<file path="src/rtl/array_inside_scanner.sv">
// DEPTH-entry table with a wrapping write pointer; answers "key inside {table}" by scanning one entry per clock.
// Optional: define INSIDE_SCAN_EARLY_EXIT_EN to end the scan at the first match.
module array_inside_scanner #(
  parameter int DATA_W = 8,
  parameter int DEPTH  = 16,
  parameter int AW     = $clog2(DEPTH)
) (
  input  logic              clk,
  input  logic              rst,
  input  logic              wr_en,
  input  logic [DATA_W-1:0] wr_data,
  output logic              wr_drop,
  input  logic              req_valid,
  output logic              req_ready,
  input  logic [DATA_W-1:0] req_key,
  output logic              rsp_valid,
  input  logic              rsp_ready,
  output logic              rsp_hit,
  output logic [AW-1:0]     rsp_index,
  output logic [AW:0]       rsp_count,
  output logic [AW:0]       fill,
  output logic              busy
);

  typedef enum logic [1:0] {S_IDLE, S_SCAN, S_RESP} state_t;

  state_t            r_state, w_next;
  logic [DATA_W-1:0] r_mem [DEPTH];
  logic [AW-1:0]     r_wptr;
  logic [AW:0]       r_fill;
  logic [DATA_W-1:0] r_key;
  logic [AW:0]       r_n;
  logic [AW-1:0]     r_idx;
  logic              r_hit;
  logic [AW-1:0]     r_index;
  logic [AW:0]       r_count;
  logic              r_wr_drop;

  logic w_accept, w_wr, w_match, w_last, w_done;

  assign w_accept = (r_state == S_IDLE) && req_valid;
  assign w_wr     = (r_state == S_IDLE) && wr_en;
  assign w_match  = (r_mem[r_idx] == r_key);
  assign w_last   = ({1'b0, r_idx} == (r_n - {{AW{1'b0}}, 1'b1}));
`ifdef INSIDE_SCAN_EARLY_EXIT_EN
  assign w_done   = w_last || w_match;
`else
  assign w_done   = w_last;
`endif

  always_ff @(posedge clk) begin
    if (rst) r_state <= S_IDLE;
    else     r_state <= w_next;
  end

  always_comb begin
    w_next = r_state;
    case (r_state)
      S_IDLE:  if (req_valid) w_next = (r_fill == '0) ? S_RESP : S_SCAN;
      S_SCAN:  if (w_done)    w_next = S_RESP;
      S_RESP:  if (rsp_ready) w_next = S_IDLE;
      default: w_next = S_IDLE;
    endcase
  end

  always_comb begin
    req_ready = 1'b0;
    rsp_valid = 1'b0;
    busy      = 1'b1;
    case (r_state)
      S_IDLE:  begin req_ready = 1'b1; busy = 1'b0; end
      S_RESP:  rsp_valid = 1'b1;
      default: ;
    endcase
  end

  // Table storage is deliberately not reset; entries at or above fill are never compared.
  always_ff @(posedge clk) begin
    if (!rst && w_wr) r_mem[r_wptr] <= wr_data;
  end

  always_ff @(posedge clk) begin
    if (rst) begin
      r_wptr    <= '0;
      r_fill    <= '0;
      r_key     <= '0;
      r_n       <= '0;
      r_idx     <= '0;
      r_hit     <= 1'b0;
      r_index   <= '0;
      r_count   <= '0;
      r_wr_drop <= 1'b0;
    end else begin
      r_wr_drop <= wr_en && (r_state != S_IDLE);
      if (w_wr) begin
        r_wptr <= r_wptr + 1'b1;
        if (r_fill != (AW+1)'(DEPTH)) r_fill <= r_fill + 1'b1;
      end
      // N is captured from the pre-write fill, so a coincident write is not searched.
      if (w_accept) begin
        r_key   <= req_key;
        r_n     <= r_fill;
        r_idx   <= '0;
        r_hit   <= 1'b0;
        r_index <= '0;
        r_count <= '0;
      end else if (r_state == S_SCAN) begin
        r_idx <= r_idx + 1'b1;
        if (w_match) begin
          r_count <= r_count + 1'b1;
          r_hit   <= 1'b1;
          if (!r_hit) r_index <= r_idx;
        end
      end
    end
  end

  assign wr_drop   = r_wr_drop;
  assign rsp_hit   = r_hit;
  assign rsp_index = r_index;
  assign rsp_count = r_count;
  assign fill      = r_fill;

endmodule

</file>
<file path="config.mk">
export PLATFORM = sky130hd
export DESIGN_NAME = array_inside_scanner
export DESIGN_NICKNAME = d
export VERILOG_FILES = /design/src/rtl/array_inside_scanner.sv
export SDC_FILE = /design/constraint.sdc
export NUM_CORES = 1
export LEC_CHECK = 0
export BUFFER_PORTS_ARGS = -buffer_cell sky130_fd_sc_hd__buf_2
export CORE_MARGIN = 5
export CORE_UTILIZATION = 35
export CTS_CLUSTER_SIZE = 20
export DETAILED_ROUTE_END_ITERATION = 10
export GPL_TIMING_DRIVEN = 1
export MAX_ROUTING_LAYER = met4
export PLACE_DENSITY_LB_ADDON = 0.08
export SETUP_SLACK_MARGIN = 0.02
export SLEW_MARGIN = 5
export SYNTH_ARGS = -nofsm -noshare
export SYNTH_HDL_FRONTEND = slang
export SYNTH_SLANG_ARGS = --single-unit
</file>
<file path="constraint.sdc">
create_clock -name clk -period 2.9 [get_ports clk]
set_input_delay 0.58 -clock clk [delete_from_list [all_inputs] [get_ports clk]]
set_output_delay 0.58 -clock clk [all_outputs]
set_load 0.005 [all_outputs]
</file>
==> flow_summary.yaml, run 1 <==
placement:
  dp_hpwl_um: 11600
  postPlaceCellArea_um2: 7890
  routabilityCongestion: 0.804
  dpl_worst_slack_ps: 23.6
  portBuffers: 39
  dpl.cell_count: 809
setup_path:
  cp-start-kind: "register"
  rr_endpoint: "rsp_count[0]$_SDFFE_PP0P_"
  worst_r2r_path_depth: 9
  worstPathRequired_ps: 3260
  cp.arrival_ps: 3180
  path_max_fanout: 8
  reg2reg_setup_slack_ps: 80
  crit_type: "register to register"
  cp-end-kind: "register"
synth:
  ys.flop_type: "edfxtp_1"
  syn_area_per_cell_um2: 14.9
  postSynth.asyncResetShare_pct: 0
  synth-simple-area-share_pct: 8.30
  synth_area_um2: 7110
  synth-edff-count: 128
  synth_area_leaders: "edfxtp_1, dfxtp_1, mux4_2, mux2i_1, nand2_1"
  synthMuxAreaShare_pct: 14.1
  synth_cell_type_count: 47
  synth_top_area_share_pct: 54.0
  synth_largest_area_cell: "edfxtp_1"
  synth_fp_nets: 506
  seq_area_frac_synth_pct: 66.1
  synth-compound-area-share_pct: 4.36
  netlist_instances: 476
  synth_fa_ha_area_share_pct: 1.58
  synth-seq-cells: 171
  synth_xor_xnor_area_share_pct: 2.95
  yosys_warnings: 0
  synth_top_family_by_area: "multiplexers"
die:
  fp-row-count: 52
  die-area_um2: 23300
  dieHeight_um: 153
  io_pins: 40
  fp.coreArea_um2: 20100
  die_w_um: 153
  start_util_pct: 35.4
route:
  dr.pass1.iters: 4
  num_vias: 4266
  postRouteAntennaNets: 0
  viasPerCell: 4.98
  wirelength_um: 17700
  drtIter0Drc: 231
  wl_per_cell_um: 20.7
  drcViolationCount: 0
pwr:
  sw_frac_of_total_pct: 25.5
  p_switching_mw: 1.42
  clock_power_share_pct: 37.9
  ir_worst_vdd_mv: 0.377
  power_density_nw_per_um2: 642
  internal_power_mw: 4.16
  combPwrFrac_pct: 12.5
  p_leak_nw: 2.95
  seq_power_share_pct: 49.6
grt:
  grt_max_degree: 30
  grt_usage_pct: 15.8
  grt_pass1_wl_um: 26700
  antenna_found_initial: 0
  first_global_vias: 4329
  grt_overflow: 0
run_status:
  outcome: "complete, no violations"
worst_hold_path:
  hold_start: "req_key[7]"
  hold_path_class: "input pin to register"
  worstHoldPathCells: 3
  hold-path-endpoint: "r_key[7]$_SDFFE_PP0P_"
sta:
  worst_slack_ps: 79.6
  setup_viol: 0
  skew_ps: 11.5
  max_freq_mhz: 355
  min_period_ps: 2820
  slew-limit-headroom_pct: 63.4
  drv_slew: 0
  worst_pin_slew_ps: 549
  rsz0062_at_grt: "yes"
  layout_worst_path_cycle_share_pct: 97.3
  hold_viol: 0
cts:
  clock_latency_ps: 420
  h-tree-depth: 4
  cts_sinks: 171
  cts.path.max_buffers: 2
  numCtsBuffers: 17
  root_buffer: "clkbuf_16"
  cts_tree: "done"
  path_clk_slew_ps: 70
layout:
  final_cells: 857
  drive_gt1_share_pct: 30.7
  area_growth_pct: 22.3
  nets: 604
  fin_area_um2: 8700
  fill_cells: 1824
  n_antenna_cell: 0
job:
  cap_violations: 0
-- cell families after synthesis --
family	after synthesis
DFF	171
and+or+nand+nor	126
muxes	65
AOI/OAI and AO/OA	48
buffers and inverters	33
xor gates and xnor gates	24
adders and majority gates	9
-- worst max path at each step --
| stage | start | to |
|---|---|---|
| 2_1_floorplan | register | rsp_count[4]$_SDFFE_PP0P_ |
| 4_1_cts | register | rsp_count[0]$_SDFFE_PP0P_ |
| 5_1_grt | register | rsp_count[2]$_SDFFE_PP0P_ |
| 3_3_place_gp | register | rsp_count[4]$_SDFFE_PP0P_ |
| 6_report | register | rsp_count[0]$_SDFFE_PP0P_ |
| 3_5_place_dp | register | rsp_index[3]$_SDFFE_PP0P_ |
-- per-stage QoR --
stage,power (mW),hold WS [ps],utilization [%],TNS (ps)
floorplan,3.21,446,-,0
global placement,3.45,454,39.3,0
detailed placement,3.46,463,39.3,0
CTS,5.59,375,42.0,0
global route,5.84,400,43.3,-58.4
finish,5.58,397,43.3,0
-- cell type report --
| cell class | instances | area [um^2] | area share, % |
|---|---|---|---|
| well taps | 270 | 338 | 3.88 |
| flip-flops and latches | 171 | 4720 | 54.2 |
| clock inverters | 11 | 83.8 | 0.964 |
| multi-input cells | 272 | 2320 | 26.7 |
| inverters | 10 | 37.5 | 0.432 |
| clock buffers | 21 | 462 | 5.31 |
| repair buffers | 102 | 741 | 8.52 |
-- per-layer routing --
metal	track usage [%]	wire length, um	vias to the layer above
met3	3.92	772	11
met5	-	0	-
met2	24.5	8610	96
met1	21.0	8200	2168
li1	-	-	1991
met4	3.90	163	0
-- placed cells by master (no fill, tap or decap), types with 3 or more instances in the layout --
| cell type | Yosys | routed |
|---|---|---|
| mux4_2 | 21 | 22 |
| mux2_2 | 4 | 4 |
| clkbuf_1 | 13 | 3 |
| buf_12 | 1 | 3 |
| clkinv_4 | 0 | 3 |
| nand4_1 | 8 | 8 |
| ha_1 | 9 | 9 |
| dfxtp_1 | 43 | 39 |
| nor4_2 | 0 | 3 |
| inv_1 | 10 | 10 |
| nor2b_1 | 3 | 3 |
| mux2i_1 | 35 | 33 |
| nor3_1 | 7 | 7 |
| nor2_1 | 35 | 35 |
| buf_4 | 3 | 58 |
| or3_1 | 3 | 3 |
| a21oi_1 | 26 | 25 |
| xnor2_1 | 11 | 8 |
| buf_2 | 1 | 39 |
| mux4_1 | 5 | 4 |
| dfxtp_4 | 0 | 3 |
| or4_4 | 0 | 3 |
| xnor2_2 | 0 | 3 |
| xor2_1 | 13 | 12 |
| o31ai_1 | 7 | 7 |
| nand2b_1 | 6 | 6 |
| nand2_1 | 46 | 46 |
| clkbuf_16 | 0 | 20 |
| edfxtp_1 | 128 | 128 |
-- sequential cells by signal, summed over array words and instances, names as in the netlist, named ones only --
name and cells:
fill 5, r_idx 4, r_key 8, r_mem 128, r_n 5, r_state 2, r_wptr 4, rsp_count 5
rsp_hit 1, rsp_index 4, wr_drop 1
-- power groups by stage --
stage / Combinational (mW) / Sequential [mW] / Clock, mW
2_1_floorplan: 0.405 / 2.80 / 0
3_3_place_gp: 0.629 / 2.82 / 0
3_5_place_dp: 0.641 / 2.82 / 0
4_1_cts: 0.645 / 2.77 / 2.17
5_1_grt: 0.777 / 2.78 / 2.28
6_report: 0.696 / 2.77 / 2.12
-- repair_timing --
item                                    in CTS  in global routing
cloned                                       0                  2
buffers inserted                             0                 14
pin swaps                                    0                 11
endpoints found under the setup margin       4                  9
hold buffers                                 0                  0
gates resized for setup                      1                 23
-- worst max-delay path: stages (launching register included) --
cell,delay (ps)
dfxtp_4,360
buf_12,140
buf_4,120
mux4_2,570
xnor2_2,210
o32ai_2,100
a211o_4,330
or3_4,390
or4_4,420
a21oi_2,120
-- Yosys cell counts (all sizes together) (9+ instances only) --
master / count
ha: 9
nor2: 35
clkbuf: 13
inv: 10
dfxtp: 43
a21oi: 26
nand2: 46
xor2: 13
edfxtp: 128
mux2i: 35
mux4: 26
buf: 10
xnor2: 11
(Power assumes the default switching activity.)
==> run 2: changes to the inputs <==
- CORE_UTILIZATION: 35 -> 55
==> run 2 against run 1 <==
Compared with the run above: sequential power about the same; clock power about the same; clock-buffer cell count down 3; non-clock buffer count down 15; routed wire length down 15%; combinational power down 4.9%; critical path depth down 1; sequential share of layout area up 1.7 points; highest routed layer unchanged.
==> flow_summary.yaml, run 2 (synthesis gave the netlist of run 1 again) <==
pwr:
  seq_power_share_pct: 50.0
  clock_power_share_pct: 38.0
  combPwrFrac_pct: 12.0
  power_density_nw_per_um2: 656
  ir_worst_vdd_mv: 0.490
  sw_frac_of_total_pct: 24.7
  internal_power_mw: 4.17
  fin_total_pwr_mw: 5.53
  p_switching_mw: 1.37
  p_leak_nw: 2.86
worst_hold_path:
  hold_path_class: "input pin to register"
  hold-path-endpoint: "r_key[1]$_SDFFE_PP0P_"
  worstHoldPathCells: 3
  hold_start: "req_key[1]"
run_status:
  outcome: "complete, no violations"
grt:
  grt_overflow: 0
  grt_use_met3_pct: 4.36
  grt_usage_pct: 21.4
  grtUsageMet2_pct: 32.3
  grt.met1_usage_pct: 29.4
  first_global_vias: 4114
  grt_pass1_wl_um: 22900
  grt_max_degree: 30
  grt_busiest_layer: "met2"
  antenna_found_initial: 0
setup_path:
  worst_r2r_path_depth: 8
  cp-start-kind: "register"
  cp.arrival_ps: 3200
  path_max_fanout: 5
  cp-end-kind: "register"
  worstPathRequired_ps: 3250
  reg2reg_setup_slack_ps: 50
  crit_type: "register to register"
  rr_endpoint: "rsp_count[4]$_SDFFE_PP0P_"
cts:
  cts_sinks: 171
  h-tree-depth: 4
  cts_tree: "done"
  numCtsBuffers: 17
  root_buffer: "clkbuf_16"
  path_clk_slew_ps: 60
  cts.path.max_buffers: 2
  clock_latency_ps: 420
sta:
  hold_viol: 0
  slew-limit-headroom_pct: 64.9
  max_freq_mhz: 351
  worst_pin_slew_ps: 527
  min_period_ps: 2850
  rsz0062_at_grt: "yes"
  whs_ps: 397
  drv_slew: 0
  layout_worst_path_cycle_share_pct: 98.1
  skew_ps: 6.72
  setup_viol: 0
die:
  die-area_um2: 15300
  start_util_pct: 56.1
  io_pins: 40
  die_w_um: 124
  dieHeight_um: 124
  fp.coreArea_um2: 12700
  fp-row-count: 41
route:
  postRouteAntennaNets: 0
  wirelength_um: 15000
  viasPerCell: 5.65
  num_vias: 4200
  dr.pass1.iters: 4
  drcViolationCount: 0
  wl_per_cell_um: 20.2
  drtIter0Drc: 390
placement:
  dp_hpwl_um: 10100
  routabilityCongestion: 0.845
  postPlaceCellArea_um2: 7680
  portBuffers: 39
layout:
  drive_gt1_share_pct: 28.8
  largest_register_ffs: 128
  nets: 589
  final_common_cell: "edfxtp_1"
  largest_register: "r_mem"
  largest_registers: "r_mem: 128 flops, r_key: 8 flops"
  n_antenna_cell: 0
  final_cell_mix: "edfxtp_1, nand2_1, buf_4"
  area_growth_pct: 18.5
  fin_area_um2: 8430
job:
  cap_violations: 0
-- run 2: final cells by class --
type	count	area [um^2]
multi-input combinational	272	2300
clock buffer	18	429
tap	172	215
timing repair buffer	87	614
clock inverter	14	120
fill	915	4240
inverter	10	37.5
sequential	171	4710
-- run 2: how the worst max path moves through the flow --
stage                                            to  cells after the start  slack (ps)      from
after floorplan           rsp_count[4]$_SDFFE_PP0P_                      8         160  register
after global placement    rsp_count[3]$_SDFFE_PP0P_                      6          40  register
after detailed placement  rsp_count[3]$_SDFFE_PP0P_                      8         -20  register
after CTS                 rsp_count[2]$_SDFFE_PP0P_                      9          10  register
after global routing      rsp_count[4]$_SDFFE_PP0P_                      9         -30  register
final                     rsp_count[4]$_SDFFE_PP0P_                      8          50  register
-- run 2: power by group through the flow --
stage / Combinational (mW) / Sequential, mW / Clock [mW]
5_1_grt: 0.733 / 2.78 / 2.25
2_1_floorplan: 0.405 / 2.80 / 0
6_report: 0.662 / 2.77 / 2.10
3_3_place_gp: 0.592 / 2.81 / 0
3_5_place_dp: 0.607 / 2.82 / 0
4_1_cts: 0.615 / 2.77 / 2.13
-- run 2: per-layer routing --
metal	routed length, um	vias to the layer above
li1	-	1966
met1	6760	2120
met2	7380	98
met3	670	16
met4	229	0
met5	0	-
-- run 2: critical path, cell delays in order (launching register included) --
cell and delay (ps):
dfxtp_2 350, buf_6 130, mux2i_1 110, mux4_2 480, xnor2_1 140, or4b_4 560, a211o_4 380, or4_4 490
a21oi_2 130
-- run 2: stage by stage --
| step | std cells | util (%) | setup WS, ps | setup TNS, ps |
|---|---|---|---|---|
| detailed placement | 700 | 60.6 | -17.8 | -17.8 |
| floorplan | 476 | - | 163 | 0 |
| global route | 744 | 66.5 | -27.6 | -31.8 |
| finish | 744 | 66.5 | 54.1 | 0 |
| global placement | 700 | 60.6 | 42.1 | 0 |
| CTS | 736 | 65.3 | 9.62 | 0 |
-- run 2: what timing repair did --
| action | 4_1_cts | 5_1_grt |
|---|---|---|
| cloned | 0 | 1 |
| hold buffers | 0 | 0 |
| setup endpoints to repair | 5 | 9 |
| setup buffers | 4 | 7 |
| gates resized for setup | 3 | 19 |
| pin swaps | 0 | 4 |
